File: src/rtl/spi_master_shifter.sv
// spi_master_shifter
// SPI master word engine (CPHA = 0) sitting between a TX FIFO and an RX FIFO.
// Pops one word from the TX FIFO, shifts it out MSB first on o_mosi while
// shifting i_miso in, then pushes the received word into the RX FIFO.
//
// Parameters
//   DWIDTH  : bits per SPI word (>= 2) and FIFO data width
//   CLK_DIV : i_clk cycles per SCLK half-period (>= 1)
//   CPOL    : SCLK idle level
//
// Ports
//   i_clk, i_rst        : system clock (rising edge), async active-high reset
//   i_en                : permits starting new words
//   tx_empty/tx_ren     : TX FIFO empty flag / pop request
//   tx_data             : TX FIFO read data, valid the cycle after a pop
//   rx_full/rx_wen      : RX FIFO full flag / push strobe
//   rx_data             : received word
//   o_sclk/o_mosi/i_miso/o_cs_n : SPI bus
//   o_busy              : FSM not idle
//   o_overrun           : sticky, set when a received word is dropped
module spi_master_shifter #(
  parameter int DWIDTH  = 8,
  parameter int CLK_DIV = 2,
  parameter bit CPOL    = 1'b0
) (
  input  logic              i_clk,
  input  logic              i_rst,
  input  logic              i_en,
  input  logic              tx_empty,
  output logic              tx_ren,
  input  logic [DWIDTH-1:0] tx_data,
  input  logic              rx_full,
  output logic              rx_wen,
  output logic [DWIDTH-1:0] rx_data,
  output logic              o_sclk,
  output logic              o_mosi,
  input  logic              i_miso,
  output logic              o_cs_n,
  output logic              o_busy,
  output logic              o_overrun
);

  typedef enum logic [2:0] {
    IDLE  = 3'd0,
    FETCH = 3'd1,
    LOAD  = 3'd2,
    SHIFT = 3'd3,
    DONE  = 3'd4
  } state_t;

  localparam int CNT_W = $clog2(DWIDTH) + 1;
  localparam int DIV_W = $clog2(2 * CLK_DIV) + 1;

  localparam logic [CNT_W-1:0] BIT_LAST  = CNT_W'(DWIDTH - 1);
  localparam logic [DIV_W-1:0] HALF_LAST = DIV_W'(CLK_DIV - 1);
  localparam logic [DIV_W-1:0] FULL_LAST = DIV_W'(2 * CLK_DIV - 1);

  state_t              state_q;
  logic [CNT_W-1:0]    bit_cnt_q;
  logic [DIV_W-1:0]    div_cnt_q;
  logic [DWIDTH-1:0]   shreg_q;
  logic                tx_ren_q;
  logic                rx_wen_q;
  logic [DWIDTH-1:0]   rx_data_q;
  logic                sclk_q;
  logic                mosi_q;
  logic                cs_n_q;
  logic                busy_q;
  logic                overrun_q;
  logic                start_s;

  // A new word may start only when enabled and the TX FIFO has data.
  assign start_s = i_en & ~tx_empty;

  // Word sequencer: state, counters, shift register and all registered outputs.
  always_ff @(posedge i_clk or posedge i_rst) begin
    if (i_rst) begin
      state_q   <= IDLE;
      bit_cnt_q <= '0;
      div_cnt_q <= '0;
      shreg_q   <= '0;
      tx_ren_q  <= 1'b0;
      rx_wen_q  <= 1'b0;
      rx_data_q <= '0;
      sclk_q    <= CPOL;
      mosi_q    <= 1'b0;
      cs_n_q    <= 1'b1;
      busy_q    <= 1'b0;
      overrun_q <= 1'b0;
    end else begin
      // Strobes are single-cycle unless re-asserted below.
      tx_ren_q <= 1'b0;
      rx_wen_q <= 1'b0;
      case (state_q)
        IDLE: begin
          cs_n_q <= 1'b1;
          sclk_q <= CPOL;
          mosi_q <= 1'b0;
          if (start_s) begin
            state_q  <= FETCH;
            tx_ren_q <= 1'b1;
            busy_q   <= 1'b1;
          end else begin
            busy_q <= 1'b0;
          end
        end
        FETCH: begin
          // tx_data becomes valid during LOAD; select the slave now.
          state_q <= LOAD;
          cs_n_q  <= 1'b0;
        end
        LOAD: begin
          shreg_q   <= tx_data;
          mosi_q    <= tx_data[DWIDTH-1];
          div_cnt_q <= '0;
          bit_cnt_q <= '0;
          state_q   <= SHIFT;
        end
        SHIFT: begin
          if (div_cnt_q == HALF_LAST) begin
            // Leading edge: sample MISO. The MSB leaving the register has
            // already been on MOSI for the whole first half-period.
            sclk_q    <= ~CPOL;
            shreg_q   <= {shreg_q[DWIDTH-2:0], i_miso};
            div_cnt_q <= div_cnt_q + DIV_W'(1);
          end else if (div_cnt_q == FULL_LAST) begin
            // Trailing edge: launch the next bit or finish the word.
            sclk_q    <= CPOL;
            div_cnt_q <= '0;
            if (bit_cnt_q == BIT_LAST) begin
              state_q   <= DONE;
              rx_data_q <= shreg_q;
              mosi_q    <= 1'b0;
              bit_cnt_q <= '0;
            end else begin
              bit_cnt_q <= bit_cnt_q + CNT_W'(1);
              mosi_q    <= shreg_q[DWIDTH-1];
            end
          end else begin
            div_cnt_q <= div_cnt_q + DIV_W'(1);
          end
        end
        DONE: begin
          if (rx_full) begin
            overrun_q <= 1'b1;
          end else begin
            rx_wen_q <= 1'b1;
          end
          if (start_s) begin
            // Back-to-back: chip select stays asserted.
            state_q  <= FETCH;
            tx_ren_q <= 1'b1;
          end else begin
            state_q <= IDLE;
            cs_n_q  <= 1'b1;
            busy_q  <= 1'b0;
          end
        end
        default: begin
          state_q <= IDLE;
          cs_n_q  <= 1'b1;
          sclk_q  <= CPOL;
          mosi_q  <= 1'b0;
          busy_q  <= 1'b0;
        end
      endcase
    end
  end

  assign tx_ren    = tx_ren_q;
  assign rx_wen    = rx_wen_q;
  assign rx_data   = rx_data_q;
  assign o_sclk    = sclk_q;
  assign o_mosi    = mosi_q;
  assign o_cs_n    = cs_n_q;
  assign o_busy    = busy_q;
  assign o_overrun = overrun_q;

endmodule

File: config.mk
export PLATFORM = sky130hd
export DESIGN_NAME = spi_master_shifter
export DESIGN_NICKNAME = d
export VERILOG_FILES = /design/src/rtl/spi_master_shifter.sv
export SDC_FILE = /design/constraint.sdc
export NUM_CORES = 1
export LEC_CHECK = 0
export ABC_CLOCK_PERIOD_IN_PS = 3540
export BUFFER_PORTS_ARGS = -buffer_cell sky130_fd_sc_hd__buf_2
export CORE_MARGIN = 10
export CORE_UTILIZATION = 35
export CTS_BUF_LIST = sky130_fd_sc_hd__clkbuf_16
export DETAILED_ROUTE_END_ITERATION = 16
export PLACE_DENSITY_LB_ADDON = 0.12
export SYNTH_ARGS = -nofsm -noshare
export SYNTH_HDL_FRONTEND = slang
export SYNTH_SLANG_ARGS = --single-unit
export TNS_END_PERCENT = 20
File: constraint.sdc
create_clock -name i_clk -period 3.54 [get_ports i_clk]
set_input_delay 0.177 -clock i_clk [delete_from_list [all_inputs] [get_ports i_clk]]
set_output_delay 0.177 -clock i_clk [all_outputs]
set_load 0.01 [all_outputs]
== Word-level counts from Yosys, hierarchy flattened ==
Index checks and enable logic that the tools add are counted.

* Latch bits: 0
* Bits in writable memories: 0
* Output and inout bits: 15
* Memories: 0
* Bits in registers: 33
* Bits in read-only memories: 0

* Order comparisons: 0
* Equality and inequality tests: 14
* Bitwise operators: 7
* Multiplexer cells: 30
* Add/subtract/negate cells: 2
* Divide/modulo/power cells: 0
* $mul: 0
* Shift operators: 0
* Reduce and logical (&&, ||, !) cells: 16

{| class="wikitable"
|+ Operator list
! cell !! count
|-
| 3-bit 2-to-1 mux || 6
|-
| 8-bit case mux with 2 select lines || 1
|-
| 3-bit case mux with 5 select lines || 1
|-
| 1-bit 2-to-1 mux || 12
|-
| 4-bit 2-to-1 mux || 3
|-
| 2-bit inequality test, second input constant || 6
|-
| 2-bit AND reduction || 5
|-
| 3-bit by 2-bit == test with 1-bit output, second input constant || 3
|-
| 1-bit case mux with 3 select lines || 3
|-
| 8-bit 2-to-1 mux || 1
|-
| 4-bit case mux with 2 select lines || 1
|-
| 4-bit AND reduction || 2
|-
| 3-bit by 1-bit == test with 1-bit output, second input constant || 2
|-
| 1-bit inverter || 6
|-
| 3-bit case mux with 2 select lines || 1
|-
| 3-bit AND reduction || 2
|-
| 2-bit OR reduction || 3
|-
| 3-bit OR reduction || 2
|-
| 4-bit by 1-bit adder with 4-bit output, second input constant || 1
|-
| 4-bit by 3-bit == test with 1-bit output, second input constant || 1
|-
| 3-bit by 1-bit adder with 3-bit output, second input constant || 1
|-
| 3-bit == test, second input constant || 1
|-
| 3-bit logical NOT || 1
|-
| 3-bit inequality test, second input constant || 1
|-
| other kinds (3) || 3
|}

== Depth between registers and ports, before layout ==
Gate-level depths: netlist (run 1).

* Depth after elaboration: 5
* Gate-level depth with buffers: 6

== Worst setup path before layout (run 1) ==
No wires, ideal clock.

* Path kind: reg2reg
* From: register div_cnt_q[0]
* To: register rx_data_q[0] (netlist: rx_data[0])
* Arrival time: 1.772 ns
* Setup time: 0.125 ns
* Data required time: 3.415 ns
* Period minus slack after synthesis: 1.897 ns
* Setup slack: 1.643 ns
* Stages on the path, launching flop included: 6
* Cells stage by stage: dfrtp_1 ha_1 or3b_1 buf_6 nor3_4 mux2_2

* Cells in the longest elaborated chain, start to end: 3
* Elaborated cells between the ends (all ways): 4
* Those cells by class: 2 x eq/ne; 1 x bitwise; 1 x reduce/logical

{| class="wikitable"
|+ RTL lines
! element !! RTL line !! text
|-
| from (decl) || 60 || <nowiki>logic [DIV_W-1:0] div_cnt_q;</nowiki>
|-
| from (signal assigned) || 125 || <nowiki>div_cnt_q <= div_cnt_q + DIV_W'(1);</nowiki>
|-
| from (signal assigned) || 140 || <nowiki>div_cnt_q <= div_cnt_q + DIV_W'(1);</nowiki>
|-
| 3-bit by 1-bit == test with 1-bit output || 120 || <nowiki>if (div_cnt_q == HALF_LAST) begin</nowiki>
|-
| 1-bit inverter (no line) || n/a ||
|-
| 4-bit AND reduction (no line) * || n/a ||
|-
| to (signal assigned) || 132 || <nowiki>rx_data_q <= shreg_q;</nowiki>
|-
| to (decl) || 64 || <nowiki>logic [DWIDTH-1:0] rx_data_q;</nowiki>
|}

Mark *: on every way between the ends. The rest lies on a longest branch, timed or not.
A chain may end at the register's enable or synchronous reset.

== Worst setup path after layout (run 1) ==
* From: register state_q[0]
* To: register rx_data_q[4] (netlist: rx_data[4])

* Cells in the longest elaborated chain, start to end: 2

{| class="wikitable"
|+ RTL lines
! element !! RTL line !! text
|-
| from (decl) || 58 || <nowiki>state_t state_q;</nowiki>
|-
| from (signal assigned) || 78 || <nowiki>state_q <= IDLE;</nowiki>
|-
| from (signal assigned) || 100 || <nowiki>state_q <= FETCH;</nowiki>
|-
| from (signal assigned) || 109 || <nowiki>state_q <= LOAD;</nowiki>
|-
| 3-bit by 2-bit == test with 1-bit output || 94 || <nowiki>case (state_q)</nowiki>
|-
| 4-bit AND reduction (no line) || n/a ||
|}

Every way passes these cells.

==> flow_summary.ini, run 1 <==
[cts]
tritoncts = done
clock-sinks = 33
postCtsSetupRepairBufs = 0
postCtsHoldBufs = 0
cts_buffers = 5
clockRootBuffer = clkbuf_16
post_cts_resize_count = 0
ctsHtreeMaxLevel = 2
clock_path_buffers = 2
clk_latency_ns = 0.27
clk_pin_slew_ns = 0.05

[sta]
maxSlewViolCount = 0
whs_ns = -0.0109
setup_viol = 0
period_needed_ns = 2.22
worst_slew_pin_slew_ns = 0.873
hold_violations = 32
min_period_over_period_pct = 62.6
fin_skew_ns = 0.00256
clock.fmax_mhz = 451
tns_ns = 0
relSlewSlack_pct = 41.0
rsz0062_at_grt = false

[worst_setup_path]
setup.worst_path.start_class = flop
worst_ep_required_time_ns = 3.69
critPathKind = flop to flop
critical_path.endpoint_type = flop
crit_fanout = 13
critical_path_arrival_ns = 2.37

[grt]
grt_remaining_overflow = 0
grt_max_degree = 34
track_usage_pct = 10.4
antenna_found_initial = 0
grt_pass1_wl_um = 6130
grt_pass1_vias = 1225

[final_layout]
most-common-layout-cells = dfrtp_1 (32), buf_2 (28), mux2_2 (24), inv_1 (9), o21ai_0 (7)
layout_commonest_cell = dfrtp_1
diodes = 0
fillCellCount = 410
final_util_pct = 43.5
final_layout_size_suffix_gt1_share_pct = 38.7
nets = 179
final-seq-area_um2 = 827
syn_to_final_growth_pct = 20.3
multi_input_area_um2 = 692

[floorplan]
rows = 24
chipHeight_um = 87.1
io_pins = 29
die_area_um2 = 7580
fp.coreArea_um2 = 4350
start_util_pct = 36.2
die_w_um = 87.1

[synth]
synth_edf_count = 0
ys_types = 40
synth_warnings = 0
synth.ff_latch_count = 33
netlist_area_um2 = 1580
synth-seq-area-share_pct = 52.5
synth.avg_cell_area_um2 = 11.9
synth-main-ff-cell = dfrtp_1
syn_nets = 149
postSynthCellCount = 132
async_flop_share_pct = 100

[detailed_routing]
vias = 1113
wl_um = 3550
via_per_inst = 5.18
drtIter0Drc = 80
dr.pass1.iters = 4
drc = 0
ant_nets = 0
routedWlPerCell_um = 16.5

[place]
gp_congestion = 0.776
dp.final_hpwl_um = 2540
port-buffer-count = 28

[outcome]
violations = hold timing
outcome = finished with violations

[min_path]
hold_path_class = primary input to asynchronous set/reset pin

[pwr]
vdd_drop_max_uv = 262
power.static_leakage_nw = 0.869
powerDensity_nw_per_um2 = 714

[flow_run]
cap_violations = 0
registers in the layout (all words and copies together), names as in the netlist, 3 cells and up:
name / cells
rx_data: 8
shreg_q: 8
bit_cnt_q: 4
div_cnt_q: 3
state_q: 3
cells in the mapped netlist, types with 2 or more instances:
master | n | share of area (%)
nand3b_1 | 3 | 1.4
mux2i_1 | 2 | 1.3
a21oi_1 | 4 | 1.3
and3b_1 | 2 | 1.1
nand2_1 | 6 | 1.4
buf_1 | 2 | 0.48
ha_1 | 3 | 2.4
nand2b_1 | 2 | 0.79
nor2_1 | 3 | 0.71
a31oi_1 | 3 | 1.2
clkbuf_1 | 3 | 0.71
inv_1 | 7 | 1.7
nor3_1 | 4 | 1.3
o21ai_0 | 7 | 2.2
mux2_2 | 24 | 17
o22ai_1 | 2 | 0.79
dfrtp_1 | 32 | 51
layout make-up:
| cell class | instances | area share, % |
|---|---|---|
| Clock inverter | 3 | 0.594 |
| Timing Repair Buffer | 29 | 7.79 |
| Clock buffer | 5 | 6.61 |
| Sequential cell | 33 | 43.7 |
| Multi-Input combinational cell | 86 | 36.5 |
| Tap cell | 52 | 3.43 |
| Inverter | 7 | 1.39 |
worst max-delay path: stages, from the launching register on:
cell and delay (ns):
dfrtp_1 0.58, nand3b_1 0.54, nor3_4 0.57, mux2_2 0.39
path summary, 6_finish.rpt:
| path | start | to | cells past startpoint | slack (ns) |
|---|---|---|---|---|
| min in group i_clk | rx_full | rx_wen | 2 | 0.07 |
| hold reg to reg | o_overrun | o_overrun | 1 | 0.46 |
| setup reg to reg | state_q[0] | rx_data[4] | 3 | 1.32 |
| setup / recovery | state_q[0] | rx_data[4] | 3 | 1.32 |
| max in group asynchronous | i_rst | o_cs_n | 3 | 3.22 |
| hold / removal | i_rst | rx_data[4] | 3 | -0.01 |
per-layer routing:
layer	up-vias	wire, um	GRT usage, %
met5	-	0	0
met4	0	48	3.09
met3	6	261	5.15
met2	28	1750	16.3
met1	543	1490	12.0
li1	536	-	-
where the power goes:
part | leakage, nW | internal (W) | switching [W]
Combinational | 0.402 | 0.000211 | 0.000182
Clock | 0.0738 | 0.000252 | 0.000145
Sequential | 0.393 | 0.000485 | 0.0000767
Total | 0.869 | 0.000948 | 0.000404
kinds of logic (layout without fill, tap and decap cells):
family	count (synthesis)	count (layout)	share of synthesized area (%)
adder cells (fa/ha/maj)	3	3	2.38
AO/OA/AOI/OAI	26	26	10.7
XOR/XNOR	1	1	0.556
multiplexers	26	26	18.4
AND/OR/NAND/NOR	30	30	11.8
flip-flops	33	33	52.5
buffers and inverters	13	44	3.57
stage by stage:
step,hold slack (ns),instance area (um2),std cells,worst slack [ns],total power (W)
after detailed placement,0.300,1760,207,1.28,0.000965
after global routing,0.0446,1890,215,1.12,0.00146
after global placement,0.291,1760,207,1.38,0.000956
after CTS,0.00971,1890,215,1.31,0.00137
after floorplan,0.243,1580,132,1.64,0.000863
final,-0.0109,1890,215,1.32,0.00135
(Power assumes the default switching activity.)
==> run 2: changes to the inputs <==
--- a/config.mk
+++ b/config.mk
@@ -5,7 +5,7 @@
 export SDC_FILE = /design/constraint.sdc
 export NUM_CORES = 1
 export LEC_CHECK = 0
-export ABC_CLOCK_PERIOD_IN_PS = 3540
+export ABC_CLOCK_PERIOD_IN_PS = 2300
 export BUFFER_PORTS_ARGS = -buffer_cell sky130_fd_sc_hd__buf_2
 export CORE_MARGIN = 10
 export CORE_UTILIZATION = 35
==> constraint.sdc (replaced) <==
create_clock -name i_clk -period 2.3 [get_ports i_clk]
set_input_delay 0.115 -clock i_clk [delete_from_list [all_inputs] [get_ports i_clk]]
set_output_delay 0.115 -clock i_clk [all_outputs]
set_load 0.01 [all_outputs]
==> flow_summary.ini, run 2 (synthesis gave the netlist of run 1 again) <==
[worst_setup_path]
cp_top_family = simple AND/OR/NAND/NOR gates
setup.worst_path.start_class = flop
critical_path_arrival_ns = 2.15
crit_fanout = 8
reg2reg_from = div_cnt_q[0]
critical_path.endpoint_type = flop
r2r_slack_ns = 0.30
critPathKind = flop to flop
r2r_end = rx_data[1]
worst_ep_required_time_ns = 2.45
max_stage_delay_ns = 0.43
path_buf_inv = 0
reg2reg_depth = 4
critPathSlowestCell = or3b_1
crit_path_cell_trace = ha_1 > or3b_1 > nor3_4 > mux2_2

[pwr]
internal_power_w = 0.00160
p_seq_share_pct = 38.8
power.static_leakage_nw = 0.921
p_switching_w = 0.000628
finalPower_w = 0.00223
switching_share_pct = 28.2
powerDensity_nw_per_um2 = 1120
vdd_drop_max_uv = 567
p_clk_share_pct = 32.5
combPwrFrac_pct = 28.7

[final_layout]
diodes = 0
instances_no_fill = 224
final_layout_size_suffix_gt1_share_pct = 41.3
nets = 188
final-seq-area_um2 = 827
multi_input_area_um2 = 692
layout_commonest_cell = dfrtp_1
syn_to_final_growth_pct = 26.5
most-common-layout-cells = dfrtp_1 (32), buf_2 (28), mux2_2 (24), inv_1 (8), buf_4 (8)
final_cell_area_um2 = 1990
fillCellCount = 406

[cts]
post_cts_resize_count = 0
ctsHtreeMaxLevel = 2
clock-sinks = 33
cts_buffers = 5
postCtsSetupRepairBufs = 0
clock_path_buffers = 2
clk_latency_ns = 0.27
clk_pin_slew_ns = 0.05
tritoncts = done
clockRootBuffer = clkbuf_16

[sta]
relSlewSlack_pct = 62.2
setup_viol = 0
fin_skew_ns = 0.00364
clock.fmax_mhz = 500
setup_slack_ns = 0.298
period_needed_ns = 2.00
min_period_over_period_pct = 87.0
hold_violations = 0
worst_slew_pin_slew_ns = 0.566
tns_ns = 0
rsz0062_at_grt = false
maxSlewViolCount = 0

[detailed_routing]
routedWlPerCell_um = 16.0
drtIter0Drc = 101
drc = 0
dr.pass1.iters = 4
vias = 1163
ant_nets = 0
wl_um = 3580
via_per_inst = 5.19

[place]
port-buffer-count = 28
gp_congestion = 0.805
dp.cells = 214
dp.final_hpwl_um = 2670
dpl_cell_area_um2 = 1810
dp_worst_setup_slack_ns = 0.277

[floorplan]
start_util_pct = 36.2
fp.coreArea_um2 = 4350
io_pins = 29
rows = 24
die_area_um2 = 7580
die_w_um = 87.1
chipHeight_um = 87.1

[grt]
antenna_found_initial = 0
grt_pass1_wl_um = 6300
grt_max_degree = 22
grt_pass1_vias = 1296
grt_remaining_overflow = 0
track_usage_pct = 10.4

[min_path]
min_from = tx_empty
min_to = tx_ren
hold-path-cell-count = 3
hold_path_class = primary input to flop

[outcome]
outcome = finished, final reports clean

[flow_run]
cap_violations = 0
## run 2: cell count changes in the layout (fill, tap and decap cells not counted)
cell,previous run,this run
buf_4,1,8
dlygate4sd3_1,0,2
bufinv_16,0,1
inv_1,9,8
## run 2: worst max-delay path by stage
stage | slack [ns] | from | cells past startpoint | end
final | 0.30 | div_cnt_q[0] | 4 | rx_data[1]
after global routing | 0.21 | div_cnt_q[0] | 4 | rx_data[1]
after CTS | 0.28 | div_cnt_q[0] | 4 | rx_data[1]
after detailed placement | 0.28 | div_cnt_q[0] | 4 | rx_data[1]
after global placement | 0.35 | div_cnt_q[0] | 4 | rx_data[7]
after floorplan | 0.40 | div_cnt_q[0] | 5 | rx_data[0]
## run 2: what timing repair did
action,in CTS,in global routing
hold buffers,2,0
hold endpoints to repair,13,0
setup endpoints to repair,0,0
## run 2: layer usage
layer  part of all wire (%)  wire [um]  GRT usage [%]  vias up
met5                      0          0              0        -
met1                     43       1560           12.5      578
met2                     50       1790           16.7       24
li1                       -          -              -      559
met3                    6.1        217           3.75        2
met4                   0.50         18           3.53        0
## run 2: final cells by class
class / instances / share of cell area, %
Clock buffer: 5 / 6.28
Clock inverter: 3 / 1.88
Inverter: 7 / 1.32
Multi-Input combinational cell: 86 / 34.7
Sequential cell: 33 / 41.5
Tap cell: 52 / 3.26
Timing Repair Buffer: 38 / 11.0
## run 2: stage by stage
stage | util (%) | hold WS (ns)
global route | 45.8 | 0.149
floorplan | - | 0.181
global placement | 41.6 | 0.154
detailed placement | 41.6 | 0.160
finish | 45.8 | 0.140
CTS | 45.8 | 0.137
## run 2: power by group through the flow
stage	sequential, W	clock (W)	combinational (W)
2_1_floorplan	0.000854	0	0.000474
3_3_place_gp	0.000865	0	0.000624
3_5_place_dp	0.000872	0	0.000646
4_1_cts	0.000864	0.000743	0.000652
5_1_grt	0.000888	0.000776	0.000713
6_report	0.000864	0.000724	0.000638
## run 2: worst min-delay path, stage by stage
cell	delay, ns
buf_2	0.08
nor4b_1	0.04
buf_4	0.14
==> run 3: changes to the inputs <==
--- a/config.mk
+++ b/config.mk
@@ -7,9 +7,9 @@
 export LEC_CHECK = 0
 export ABC_CLOCK_PERIOD_IN_PS = 2300
 export BUFFER_PORTS_ARGS = -buffer_cell sky130_fd_sc_hd__buf_2
-export CORE_MARGIN = 10
 export CORE_UTILIZATION = 35
 export CTS_BUF_LIST = sky130_fd_sc_hd__clkbuf_16
+export CTS_CLUSTER_DIAMETER = 40
 export DETAILED_ROUTE_END_ITERATION = 16
 export PLACE_DENSITY_LB_ADDON = 0.12
 export SYNTH_ARGS = -nofsm -noshare
==> flow_summary.ini, run 3 (synthesis gave the netlist of run 1 again) <==
[sta]
rsz0062_at_grt = false
worst_slew_pin_slew_ns = 0.536
maxSlewViolCount = 0
setup_viol = 0
hold_violations = 0
min_period_over_period_pct = 86.0
tns_ns = 0
fin_skew_ns = 0.00305
relSlewSlack_pct = 64.3
clock.fmax_mhz = 506
period_needed_ns = 1.98

[pwr]
p_seq_share_pct = 40.6
switching_share_pct = 29.8
power.static_leakage_nw = 0.909
p_clk_share_pct = 29.4
combPwrFrac_pct = 30.0
internal_power_w = 0.00149
powerDensity_nw_per_um2 = 1080
vdd_drop_max_uv = 434
p_switching_w = 0.000633

[outcome]
outcome = finished, final reports clean

[place]
dp.cells = 214
gp_congestion = 0.741
port-buffer-count = 28
dp.final_hpwl_um = 2310

[worst_setup_path]
setup.worst_path.start_class = flop
critical_path_arrival_ns = 2.13
crit_fanout = 8
critPathKind = flop to flop
critical_path.endpoint_type = flop
worst_ep_required_time_ns = 2.45

[cts]
clock-sinks = 33
postCtsHoldBufs = 2
clk_pin_slew_ns = 0.05
postCtsSetupRepairBufs = 0
ctsHtreeMaxLevel = 2
clk_latency_ns = 0.27
post_cts_resize_count = 0
clockRootBuffer = clkbuf_16
tritoncts = done
clock_path_buffers = 2
cts_buffers = 5

[detailed_routing]
drtIter0Drc = 60
wl_um = 3310
via_per_inst = 5.02
ant_nets = 0
routedWlPerCell_um = 14.8
vias = 1125
drc = 0
dr.pass1.iters = 4

[grt]
grt_max_degree = 34
grt_remaining_overflow = 0
antenna_found_initial = 0
track_usage_pct = 15.2
grt_pass1_wl_um = 5650
grt_pass1_vias = 1210

[floorplan]
die_area_um2 = 4770
die_w_um = 69.1
io_pins = 29
fp.coreArea_um2 = 4350
chipHeight_um = 69.1
start_util_pct = 36.2
rows = 24

[final_layout]
instances_no_fill = 224
syn_to_final_growth_pct = 25.3
final_layout_size_suffix_gt1_share_pct = 42.4
layout_commonest_cell = dfrtp_1
most-common-layout-cells = dfrtp_1 (32), buf_2 (28), mux2_2 (24), buf_4 (8)
nets = 188
diodes = 0

[min_path]
hold_path_class = primary input to flop

[flow_run]
cap_violations = 0
==> run 3: path summary, 6_finish.rpt <==
| path | from | to | slack (ns) | depth (start not counted) |
|---|---|---|---|---|
| min in group asynchronous | i_rst | rx_data[2] | 0.46 | 4 |
| max reg2reg | div_cnt_q[0] | rx_data[1] | 0.32 | 4 |
| min | tx_empty | tx_ren | 0.14 | 3 |
| min reg2reg | bit_cnt_q[3] | bit_cnt_q[3] | 0.47 | 1 |
| max | div_cnt_q[0] | rx_data[1] | 0.32 | 4 |
| max in group asynchronous | i_rst | o_cs_n | 1.51 | 4 |
==> run 3: per-layer routing <==
layer / track usage [%] / up-vias / share of wire [%] / wire, um
met5: 0 / - / 0 / 0
met4: 4.76 / 0 / 1.3 / 42
met3: 4.39 / 5 / 2.9 / 95
met2: 25.7 / 19 / 49 / 1620
met1: 18.7 / 543 / 47 / 1540
li1: - / 558 / - / -
==> run 3: stage by stage <==
| stage | utilization (%) | total power [W] | instance area (um2) | hold WS [ns] | setup WS [ns] |
|---|---|---|---|---|---|
| after CTS | 45.3 | 0.00215 | 1970 | 0.136 | 0.278 |
| after floorplan | - | 0.00133 | 1580 | 0.181 | 0.403 |
| after global placement | 41.6 | 0.00148 | 1810 | 0.226 | 0.338 |
| final | 45.3 | 0.00212 | 1970 | 0.142 | 0.322 |
| after detailed placement | 41.6 | 0.00151 | 1810 | 0.224 | 0.279 |
| after global routing | 45.3 | 0.00227 | 1970 | 0.144 | 0.205 |
==> run 3: critical path, stage by stage, from the launching register on <==
cell and delay, ns:
dfrtp_1 0.40, ha_1 0.25, or3b_1 0.42, nor3_4 0.41, mux2_2 0.39
==> run 3: power by group through the flow <==
| stage | registers (W) | logic [W] | clock network [W] |
|---|---|---|---|
| after detailed placement | 0.000871 | 0.000639 | 0 |
| after global routing | 0.000882 | 0.000713 | 0.000678 |
| after CTS | 0.000862 | 0.000648 | 0.000643 |
| after global placement | 0.000863 | 0.000620 | 0 |
| final | 0.000862 | 0.000636 | 0.000625 |
| after floorplan | 0.000854 | 0.000474 | 0 |
==> run 3: area by class of cell <==
class                   count  area, um2
clock buffers               5        125
repair buffers             38        220
multi-input cells          86        692
clock inverters             3       17.5
well taps                  52       65.1
fillers                   403       2380
flip-flops and latches     33        827
inverters                   7       26.3
